**src/rtl/seg_display_ctrl_pkg.sv**
```systemverilog
// Shared op-codes, mode encoding and spin frame patterns for the
// seven-segment display sequencer.
package seg_ctrl_pkg;

  localparam logic [1:0] OP_SHOW = 2'd0;
  localparam logic [1:0] OP_RAW  = 2'd1;
  localparam logic [1:0] OP_SPIN = 2'd2;
  localparam logic [1:0] OP_CTRL = 2'd3;

  typedef enum logic [1:0] {
    MODE_SHOW = 2'd0,
    MODE_RAW  = 2'd1,
    MODE_SPIN = 2'd2
  } mode_t;

  localparam logic [7:0] SPIN_F0 = 8'h01;
  localparam logic [7:0] SPIN_F1 = 8'h02;
  localparam logic [7:0] SPIN_F2 = 8'h04;
  localparam logic [7:0] SPIN_F3 = 8'h08;
  localparam logic [7:0] SPIN_F4 = 8'h10;
  localparam logic [7:0] SPIN_F5 = 8'h20;
  localparam logic [2:0] SPIN_LAST_FRAME = 3'd5;

  function automatic logic [7:0] frame_pat(input logic [2:0] f);
    case (f)
      3'd0:    frame_pat = SPIN_F0;
      3'd1:    frame_pat = SPIN_F1;
      3'd2:    frame_pat = SPIN_F2;
      3'd3:    frame_pat = SPIN_F3;
      3'd4:    frame_pat = SPIN_F4;
      3'd5:    frame_pat = SPIN_F5;
      default: frame_pat = 8'h00;
    endcase
  endfunction

endpackage

```
**src/rtl/seg_display_ctrl_if.sv**
```systemverilog
// Command channel from the processor write path to the display sequencer.
// A command transfers on every clock edge where cmd_valid_in and
// cmd_ready_out are both high; the master holds op/data stable while valid
// is high and not yet accepted, and ready never depends on valid.
interface seg_cmd_if;
  logic       cmd_valid_in;
  logic       cmd_ready_out;
  logic [1:0] cmd_op_in;
  logic [7:0] cmd_data_in;

  modport master (
    output cmd_valid_in,
    output cmd_op_in,
    output cmd_data_in,
    input  cmd_ready_out
  );

  modport slave (
    input  cmd_valid_in,
    input  cmd_op_in,
    input  cmd_data_in,
    output cmd_ready_out
  );
endinterface

```
**src/rtl/seg_display_ctrl_tick_gen.sv**
```systemverilog
// Free-running animation prescaler; tick_out is high for the one cycle the
// count sits at TICK_DIV-1. clr_in restarts the count at zero.
module seg_tick_gen #(
  parameter int TICK_DIV = 50000,
  parameter int TICK_W   = 16
) (
  input  logic clk_in,
  input  logic rst_n_in,
  input  logic clr_in,
  output logic tick_out
);

  localparam logic [TICK_W-1:0] LAST = TICK_W'(TICK_DIV - 1);

  logic [TICK_W-1:0] cnt;

  assign tick_out = (cnt == LAST);

  always_ff @(posedge clk_in or negedge rst_n_in) begin
    if (!rst_n_in) begin
      cnt <= '0;
    end else if (clr_in || tick_out) begin
      cnt <= '0;
    end else begin
      cnt <= cnt + TICK_W'(1);
    end
  end

endmodule

```
**src/rtl/seg_display_ctrl.sv**
```systemverilog
// Display command sequencer: holds the decoder inputs in registers and runs
// the spin animation and blink effect off a shared prescaler tick.
module seg_display_ctrl
  import seg_ctrl_pkg::*;
#(
  parameter int TICK_DIV = 50000,
  parameter int TICK_W   = 16
) (
  input  logic       clk_in,
  input  logic       rst_n_in,
  seg_cmd_if.slave   cmd,
  output logic [4:0] value_out,
  output logic [7:0] bit_array_out,
  output logic       anim_en_out,
  output logic       display_on_out,
  output logic       busy_out,
  output mode_t      dbg_mode
);

  logic       accept;
  logic       tick;
  logic       spin_clr;
  logic       ctrl_cmd;
  logic       ready_q;
  mode_t      mode;
  logic [2:0] frame;
  logic [3:0] rev;

  assign accept            = cmd.cmd_valid_in & ready_q;
  assign spin_clr          = accept && (cmd.cmd_op_in == OP_SPIN);
  assign ctrl_cmd          = accept && (cmd.cmd_op_in == OP_CTRL);
  assign cmd.cmd_ready_out = ready_q;
  assign dbg_mode          = mode;

  seg_tick_gen #(
    .TICK_DIV (TICK_DIV),
    .TICK_W   (TICK_W)
  ) u_tick_gen (
    .clk_in   (clk_in),
    .rst_n_in (rst_n_in),
    .clr_in   (spin_clr),
    .tick_out (tick)
  );

  // Mode sequencer. An accepted command takes priority over a frame advance
  // on the same tick; rev==0 marks an infinite spin that never exits.
  always_ff @(posedge clk_in or negedge rst_n_in) begin
    if (!rst_n_in) begin
      mode          <= MODE_SHOW;
      frame         <= 3'd0;
      rev           <= 4'd0;
      ready_q       <= 1'b1;
      busy_out      <= 1'b0;
      value_out     <= 5'd0;
      bit_array_out <= 8'd0;
      anim_en_out   <= 1'b0;
    end else if (accept) begin
      case (cmd.cmd_op_in)
        OP_SHOW: begin
          value_out   <= cmd.cmd_data_in[4:0];
          mode        <= MODE_SHOW;
          anim_en_out <= 1'b0;
        end
        OP_RAW: begin
          bit_array_out <= cmd.cmd_data_in;
          mode          <= MODE_RAW;
          anim_en_out   <= 1'b1;
        end
        OP_SPIN: begin
          rev           <= cmd.cmd_data_in[3:0];
          frame         <= 3'd0;
          bit_array_out <= frame_pat(3'd0);
          mode          <= MODE_SPIN;
          anim_en_out   <= 1'b1;
          if (cmd.cmd_data_in[3:0] != 4'd0) begin
            busy_out <= 1'b1;
            ready_q  <= 1'b0;
          end
        end
        default: begin
        end
      endcase
    end else if (tick && (mode == MODE_SPIN)) begin
      if (frame == SPIN_LAST_FRAME) begin
        frame         <= 3'd0;
        bit_array_out <= frame_pat(3'd0);
        if (rev == 4'd1) begin
          mode        <= MODE_SHOW;
          anim_en_out <= 1'b0;
          busy_out    <= 1'b0;
          ready_q     <= 1'b1;
        end else if (rev != 4'd0) begin
          rev <= rev - 4'd1;
        end
      end else begin
        frame         <= frame + 3'd1;
        bit_array_out <= frame_pat(frame + 3'd1);
      end
    end
  end

  logic       disp_en, blink_en, phase;
  logic [3:0] half_m1, bcnt;
  logic       nxt_disp_en, nxt_blink_en, nxt_phase;
  logic [3:0] nxt_half_m1, nxt_bcnt;

  // Blink timing. Turning blink on restarts the half-period count with the
  // display lit; a CTRL that keeps blink on leaves the running count alone.
  always_comb begin
    nxt_disp_en  = disp_en;
    nxt_blink_en = blink_en;
    nxt_phase    = phase;
    nxt_half_m1  = half_m1;
    nxt_bcnt     = bcnt;
    if (blink_en && tick) begin
      if (bcnt >= half_m1) begin
        nxt_bcnt  = 4'd0;
        nxt_phase = ~phase;
      end else begin
        nxt_bcnt = bcnt + 4'd1;
      end
    end
    if (ctrl_cmd) begin
      nxt_disp_en  = cmd.cmd_data_in[0];
      nxt_blink_en = cmd.cmd_data_in[1];
      nxt_half_m1  = cmd.cmd_data_in[7:4];
      if (!cmd.cmd_data_in[1]) begin
        nxt_phase = 1'b1;
      end else if (!blink_en) begin
        nxt_phase = 1'b1;
        nxt_bcnt  = 4'd0;
      end
    end
  end

  always_ff @(posedge clk_in or negedge rst_n_in) begin
    if (!rst_n_in) begin
      disp_en        <= 1'b1;
      blink_en       <= 1'b0;
      phase          <= 1'b1;
      half_m1        <= 4'd0;
      bcnt           <= 4'd0;
      display_on_out <= 1'b1;
    end else begin
      disp_en        <= nxt_disp_en;
      blink_en       <= nxt_blink_en;
      phase          <= nxt_phase;
      half_m1        <= nxt_half_m1;
      bcnt           <= nxt_bcnt;
      display_on_out <= nxt_disp_en & (~nxt_blink_en | nxt_phase);
    end
  end

endmodule

```
**src/flat_wrapper.sv**
```systemverilog
// flat-port wrapper written by rule: the top's interface ports become plain ports
module seg_display_ctrl_flat import seg_ctrl_pkg::*;
#(
  parameter int TICK_DIV = 50000,
  parameter int TICK_W   = 16
)
  (clk_in, rst_n_in, value_out, bit_array_out, anim_en_out, display_on_out, busy_out, dbg_mode, cmd_cmd_valid_in, cmd_cmd_op_in, cmd_cmd_data_in, cmd_cmd_ready_out);
  seg_cmd_if cmd_i ();
  input  logic clk_in;
  input  logic rst_n_in;
  output logic [4:0] value_out;
  output logic [7:0] bit_array_out;
  output logic anim_en_out;
  output logic display_on_out;
  output logic busy_out;
  output mode_t dbg_mode;
  input wire logic [$bits(cmd_i.cmd_valid_in)-1:0] cmd_cmd_valid_in;
  input wire logic [$bits(cmd_i.cmd_op_in)-1:0] cmd_cmd_op_in;
  input wire logic [$bits(cmd_i.cmd_data_in)-1:0] cmd_cmd_data_in;
  output wire logic [$bits(cmd_i.cmd_ready_out)-1:0] cmd_cmd_ready_out;
  assign cmd_i.cmd_valid_in = cmd_cmd_valid_in;
  assign cmd_i.cmd_op_in = cmd_cmd_op_in;
  assign cmd_i.cmd_data_in = cmd_cmd_data_in;
  assign cmd_cmd_ready_out = cmd_i.cmd_ready_out;
  seg_display_ctrl #(.TICK_DIV(TICK_DIV), .TICK_W(TICK_W)) u_core (.clk_in(clk_in), .rst_n_in(rst_n_in), .cmd(cmd_i), .value_out(value_out), .bit_array_out(bit_array_out), .anim_en_out(anim_en_out), .display_on_out(display_on_out), .busy_out(busy_out), .dbg_mode(dbg_mode));
endmodule
```
**config.mk**
```make
export PLATFORM = sky130hd
export DESIGN_NAME = seg_display_ctrl_flat
export DESIGN_NICKNAME = d
export VERILOG_FILES = /design/src/rtl/seg_display_ctrl_pkg.sv /design/src/rtl/seg_display_ctrl_if.sv /design/src/rtl/seg_display_ctrl_tick_gen.sv /design/src/rtl/seg_display_ctrl.sv /design/src/flat_wrapper.sv
export SDC_FILE = /design/constraint.sdc
export NUM_CORES = 1
export LEC_CHECK = 0
export CAP_MARGIN = 15
export CORE_ASPECT_RATIO = 1.75
export CORE_MARGIN = 3
export CORE_UTILIZATION = 50
export CTS_CLUSTER_SIZE = 10
export DETAILED_ROUTE_END_ITERATION = 10
export DONT_BUFFER_PORTS = 1
export GPL_ROUTABILITY_DRIVEN = 1
export PLACE_DENSITY = 0.71
export SETUP_SLACK_MARGIN = 0.05
export SYNTH_ARGS = -nofsm -noshare
export SYNTH_HDL_FRONTEND = slang
export SYNTH_SLANG_ARGS = --single-unit
export TNS_END_PERCENT = 30
```
**constraint.sdc**
```tcl
create_clock -name clk_in -period 3.95 [get_ports clk_in]
set_input_delay 0.1975 -clock clk_in [delete_from_list [all_inputs] [get_ports clk_in]]
set_output_delay 0.1975 -clock clk_in [all_outputs]
set_load 0.05 [all_outputs]
```
### Yosys cells after proc, flatten, opt, wreduce, memory -nomap -nowiden

Index checks and enable logic that the tools add are counted.

| storage, ports and cells | value |
|---|---|
| bits in registers | 53 |
| latch bits | 0 |
| memory bits (writable) | 0 |
| bits in read-only memories | 0 |
| bits of input ports | 13 |
| word-level logic and storage cells | 111 |
| memories kept | 0 |

| operators by class | value |
|---|---|
| add/sub/neg operators | 4 |
| multipliers | 0 |
| div/mod/pow operators | 0 |
| order comparisons | 1 |
| equal/unequal tests | 18 |
| shift-type cells | 0 |
| muxes and demuxes | 47 |
| bitwise operators | 5 |
| reductions and logical operators | 21 |

Operators with widths:

| cell | count |
|---|---|
| $mux W4 | 11 |
| $pmux W6 S6 | 1 |
| $mux W8 | 3 |
| $mux W1 | 20 |
| $add A16 B1 Y16 const B | 1 |
| $eq A16 B16 Y1 const B | 1 |
| $mux W16 | 1 |
| $pmux W8 S2 | 1 |
| $mux W3 | 4 |
| $reduce_and A5 Y1 | 2 |
| $eq A3 B3 Y1 const B | 3 |
| $mux W2 | 4 |
| $reduce_and A4 Y1 | 2 |
| $reduce_bool A2 Y1 | 4 |
| $reduce_bool A4 Y1 | 2 |
| $eq A2 B2 Y1 const B | 3 |
| $eq A3 B2 Y1 const B | 2 |
| $ne A3 B3 Y1 const B | 2 |
| $pmux W2 S3 | 1 |
| $reduce_and A2 Y1 | 3 |
| $add A4 B1 Y4 const B | 1 |
| $eq A4 B1 Y1 const B | 1 |
| $ge A4 B4 Y1 | 1 |
| $logic_and A1 B1 Y1 | 4 |
| other kinds (15) | 18 |

### Logic depth before layout (Yosys ltp)

| depth | value |
|---|---|
| depth after elaboration | 8 |
| mapped depth | 8 |
| mapped depth without buffers | 7 |

### By module

From an unflattened synthesis, not the netlist that was laid out.

| second synthesis, totals | value |
|---|---|
| cell total of the unflattened synthesis | 271 |
| area, all modules | 2,824.0 um2 |

Modules (own cells, without submodules):

| module | times used | cells each | area each (um2) |
|---|---|---|---|
| seg_display_ctrl | 1 | 191 | 2,031.9 |
| seg_tick_gen | 1 | 80 | 792.0 |

### Worst setup path before layout

OpenSTA, ideal clock, no wires.

| path | value |
|---|---|
| path kind | register -> register |
| start point | reg u_core.u_tick_gen.cnt[7] |
| end point | reg u_core.rev[2] |
| setup time | 0.125 ns |
| data arrival time | 2.241 ns |
| required time | 3.825 ns |
| path slack | 1.584 ns |
| cell stages (with the launch flop) | 6 |
| buffers on the path | 1 |
| period minus slack after synthesis | 2.366 ns |
| cells stage by stage | dfrtp_1 -> or4b_1 -> or4_1 -> buf_2 -> o31ai_4 -> mux2_2 |

| on the way | value |
|---|---|
| cells in the longest elaborated chain, start to end | 4 |

RTL lines:

| item | line | source |
|---|---|---|
| start: declaration | seg_display_ctrl_tick_gen.sv:15 | `logic [TICK_W-1:0] cnt;` |
| start signal: assignment | seg_display_ctrl_tick_gen.sv:25 | `cnt <= cnt + TICK_W'(1);` |
| $eq A16 B16 Y1 | seg_display_ctrl_tick_gen.sv:17 | `assign tick_out = (cnt == LAST);` |
| $logic_and A1 B1 Y1 | seg_display_ctrl.sv:83 | `end else if (tick && (mode == MODE_SPIN)) begin` |
| $reduce_bool A2 Y1 (no line) | - |  |
| $reduce_and A5 Y1 (no line) | - |  |
| end signal: assignment | seg_display_ctrl.sv:70 | `rev <= cmd.cmd_data_in[3:0];` |
| end signal: assignment | seg_display_ctrl.sv:93 | `rev <= rev - 4'd1;` |
| end: declaration | seg_display_ctrl.sv:27 | `logic [3:0] rev;` |

No other way between the ends.
A chain may end at the register's enable or synchronous reset.

### Worst setup path after layout

| path | value |
|---|---|
| start point | reg u_core.u_tick_gen.cnt[11] |
| end point | reg u_core.bcnt[0] |

| on the way | value |
|---|---|
| cells in the longest elaborated chain, start to end | 6 |

RTL lines:

| item | line | source |
|---|---|---|
| $eq A16 B16 Y1 (*) | seg_display_ctrl_tick_gen.sv:17 |  |
| $logic_and A1 B1 Y1 (*) | seg_display_ctrl.sv:115 | `if (blink_en && tick) begin` |
| $mux W4 (*) | seg_display_ctrl.sv:115 |  |
| $mux W4 | seg_display_ctrl.sv:129 | `end else if (!blink_en) begin` |
| $mux W4 | seg_display_ctrl.sv:127 | `if (!cmd.cmd_data_in[1]) begin` |
| $mux W4 (*) | seg_display_ctrl.sv:123 | `if (ctrl_cmd) begin` |
| net u_core.nxt_bcnt[0] | seg_display_ctrl.sv:105 | `logic [3:0] nxt_half_m1, nxt_bcnt;` |
| end signal: assignment | seg_display_ctrl.sv:149 | `bcnt <= nxt_bcnt;` |
| end: declaration | seg_display_ctrl.sv:103 | `logic [3:0] half_m1, bcnt;` |

Mark *: on every way through the listed nets, which the timed path passes. The rest lies on a longest branch.

==> summary.md <==
| Metric | Value |
|---|---|
| Maximum root-to-sink buffer count | `2` |
| DRT Wirelength | `6.183 mm` |
| Crit path max fanout | `9` |
| Setup violators final | `0` |
| Syn_nets | `313` |
| Die width | `62.42 um` |
| Fin crit share | `65.48%` |
| Post-synth EDFFs | `0` |
| CP max stage delay | `0.68 ns` |
| Fin. max-slew vios | `0` |
| Post-synthesis register bit count | `53` |
| RSZ-0062 raised after global routing | `no` |
| Reg2Reg Setup Slack | `1.36 ns` |
| Pleak | `1.326 nW` |
| Worst EP required | `4.20 ns` |
| Hold Path Cell Cnt | `2` |
| Worst Skew | `0.01178 ns` |
| Setup_tns | `0 ns` |
| Die footprint | `0.006537 sq mm` |
| Post-route DRC | `0` |
| CTS Buf Count | `5` |
| First-pass GRT wire length | `10.78 mm` |
| Seq/Total Area, Yosys | `47.80%` |
| Post-Syn Area | `0.002785 sq mm` |
| Max-Cap Viols | `0` |
| Worst hold endpoint | `u_core.bit_array_out[6]$_DFFE_PN0P_` |
| Total number of vias | `2066` |
| Final Hold Fails | `0` |
| Initial antenna violation count | `0` |
| Largest net degree at the start of global routing | `54` |
| Reg2reg path depth | `5` |
| DR pass1 iterations | `4` |
| Drt wl/cell | `17.13 um` |
| Vias in the first global route | `2198` |
| Post-synth top area share | `44.03%` |
| Reg-to-Reg End | `u_core.bcnt[0]$_DFF_PN0_` |
| Fmax | `386.6 MHz` |
| Top_reg_cell synth | `dfrtp_1` |
| Crit-path cells | `or4b_2 -> nor4_1 -> nand2_2 -> or3_1 -> a21oi_1` |
| 1st-iter DRT viols | `82` |
| FILL cells | `509` |
| Syn Inst Count | `285` |
| Clock latency on the worst-skew pair | `0.32 ns` |
| Core Rows | `35` |
| IO Pins | `32` |
| CP bufs+invs | `0` |
| Die H | `104.7 um` |
| Synth async-reset ratio | `100.0%` |
| FF-to-FF Start | `u_core.u_tick_gen.cnt[11]$_DFF_PN0_` |
| Synth cell types | `51` |
| Syn-to-layout area delta | `6.649%` |
| Fin nets | `314` |
| Antenna-violating nets left | `0` |
| Multi-input gate area | `0.001351 sq mm` |
| Final Wtd Congestion | `0.8891` |
| Number of port buffers | `0` |
| CP Capture Type | `flop` |
| Leading area contributor after synthesis | `dfrtp_1` |
| Slew headroom | `47.93%` |
| Clk sinks | `53` |
| Critical path arrival | `2.84 ns` |
| Total power | `888.7 uW` |
| Via/cell ratio | `5.723` |
| Worst-margin pin slew | `0.7739 ns` |
| Root Driver | `clkbuf_8` |
| FF+latch area | `0.001331 sq mm` |
| Syn avg cell area | `9.773 sq um` |
| Crit start category | `flop` |
| Ant. Diodes | `0` |
| Worst hold path class | `input port to flop` |
| Worst-path clk slew | `0.11 ns` |
| Top cells by count, synth | `49 x dfrtp_1, 34 x nand2_1, 27 x nor2_1, 23 x o21ai_0, 17 x inv_1` |
| GRT Total Usage | `21.00%` |
| Pwr dens | `299.2 mW/mm^2` |
| Starting Density | `52.13%` |
| Hold_sp | `cmd_cmd_data_in[6]` |
| Total grt overflow | `0` |
| H-tree levels | `2` |
| DP Wirelength | `4.643 mm` |
| Worst vdd ir | `0.1911 mV` |
| Synth warn | `0` |
| Crit path max-delay family | `simple AND/OR/NAND/NOR gates` |
| Area contributors post-synth | `dfrtp_1 44%, ha_1 6.7%, nand2_1 4.6%` |
| Layout cell share with drive strength beyond 1 | `10.10%` |
| Top-count cell post-synth | `dfrtp_1` |
| Critical path class | `flop to flop` |
| Status | `finished clean` |
| PostCTS Resize Cnt | `0` |
| CTS tree | `done` |
| CP max-delay cell | `or4b_2` |
| Core box area | `0.005343 sq mm` |
| Post-layout minimum cycle time | `2.586 ns` |
worst max-delay path by stage:
stage,startpoint,to,slack (ns),cells past startpoint
CTS,u_core.u_tick_gen.cnt[11]$_DFF_PN0_,u_core.bcnt[0]$_DFF_PN0_,1.41,5
global placement,u_core.u_tick_gen.cnt[7]$_DFF_PN0_,u_core.rev[2]$_DFFE_PN0P_,1.45,4
finish,u_core.u_tick_gen.cnt[11]$_DFF_PN0_,u_core.bcnt[0]$_DFF_PN0_,1.36,5
global route,u_core.u_tick_gen.cnt[11]$_DFF_PN0_,u_core.bcnt[0]$_DFF_PN0_,1.12,5
floorplan,u_core.u_tick_gen.cnt[7]$_DFF_PN0_,u_core.rev[2]$_DFFE_PN0P_,1.58,5
detailed placement,u_core.u_tick_gen.cnt[7]$_DFF_PN0_,u_core.rev[2]$_DFFE_PN0P_,1.42,4
cell type report:
class,instances,share of cell area (%)
sequential,53,44.82
inverter,17,2.148
clock inverter,3,0.8425
clock buffer,5,2.317
timing repair buffer,2,1.264
multi-input combinational,207,45.49
tap,74,3.117
repair_timing:
item / in CTS / in global routing
setup buffers: 0 / 0
endpoints found under the hold margin: 53 / 0
hold buffers: 2 / 0
flip-flops by register name, summed over array words and instances (netlist names), 2 cells and up:
signal	flops
u_core.half_m1	4
u_core.bit_array_out	8
u_core.bcnt	4
u_core.u_tick_gen.cnt	16
u_core.value_out	5
u_core.dbg_mode	2
u_core.frame	3
u_core.rev	4
layer usage:
| layer | share of wire [%] | wire [um] | global-route usage [%] | vias up |
|---|---|---|---|---|
| li1 | - | - | - | 994 |
| met1 | 35 | 2189 | 21.65 | 1000 |
| met2 | 55 | 3380 | 37.66 | 58 |
| met3 | 6.4 | 397 | 6.022 | 14 |
| met4 | 3.5 | 215 | 11.06 | 0 |
| met5 | 0 | 0 | 0 | - |
metrics by stage:
| step | utilization [%] | hold slack (ns) | std cells | instance area [sq um] | worst slack, ns |
|---|---|---|---|---|---|
| detailed placement | 53.14 | -0.09618 | 351 | 2839 | 1.419 |
| floorplan | - | -0.09809 | 285 | 2785 | 1.584 |
| global route | 55.60 | 0.005422 | 361 | 2970 | 1.124 |
| global placement | 53.14 | -0.09595 | 351 | 2839 | 1.447 |
| finish | 55.60 | 0.01228 | 361 | 2970 | 1.364 |
| CTS | 55.60 | 0.006732 | 361 | 2970 | 1.409 |
where the power goes:
group          total [mW]  internal, mW  switching, mW
clock               0.322         0.128          0.193
combinational      0.0248       0.00662         0.0182
sequential          0.542         0.542              0
total               0.889         0.677          0.211
layout by cell type, fill, tap and decap left out, types with 2 or more instances in the layout:
cell type,count
nor4_1,3
and4_1,2
nand3_1,15
nand3b_1,2
nand2b_1,3
and3_1,2
ha_1,15
or4bb_1,2
dfrtp_1,49
o221a_2,4
xor2_1,8
nand4b_1,3
o21a_1,5
or3_1,3
inv_1,17
nand4_1,3
mux2_2,5
dfstp_2,4
or2_2,3
xnor2_1,8
a21oi_1,7
nand2_1,34
and2_1,2
or4_1,2
nor2_1,27
o22ai_1,2
o21ai_0,23
clkbuf_8,5
nor3_1,5
cell families after synthesis:
group	Yosys count	share of synthesized area [%]
flip-flops	53	47.80
XOR/XNOR	16	5.032
adder cells (fa/ha/maj)	15	6.739
multiplexers	5	2.021
AND/OR/NAND/NOR	118	21.61
AO/OA/AOI/OAI	53	13.12
buffers and inverters	25	3.683
No activity file was read; power rests on OpenSTA's default activity.
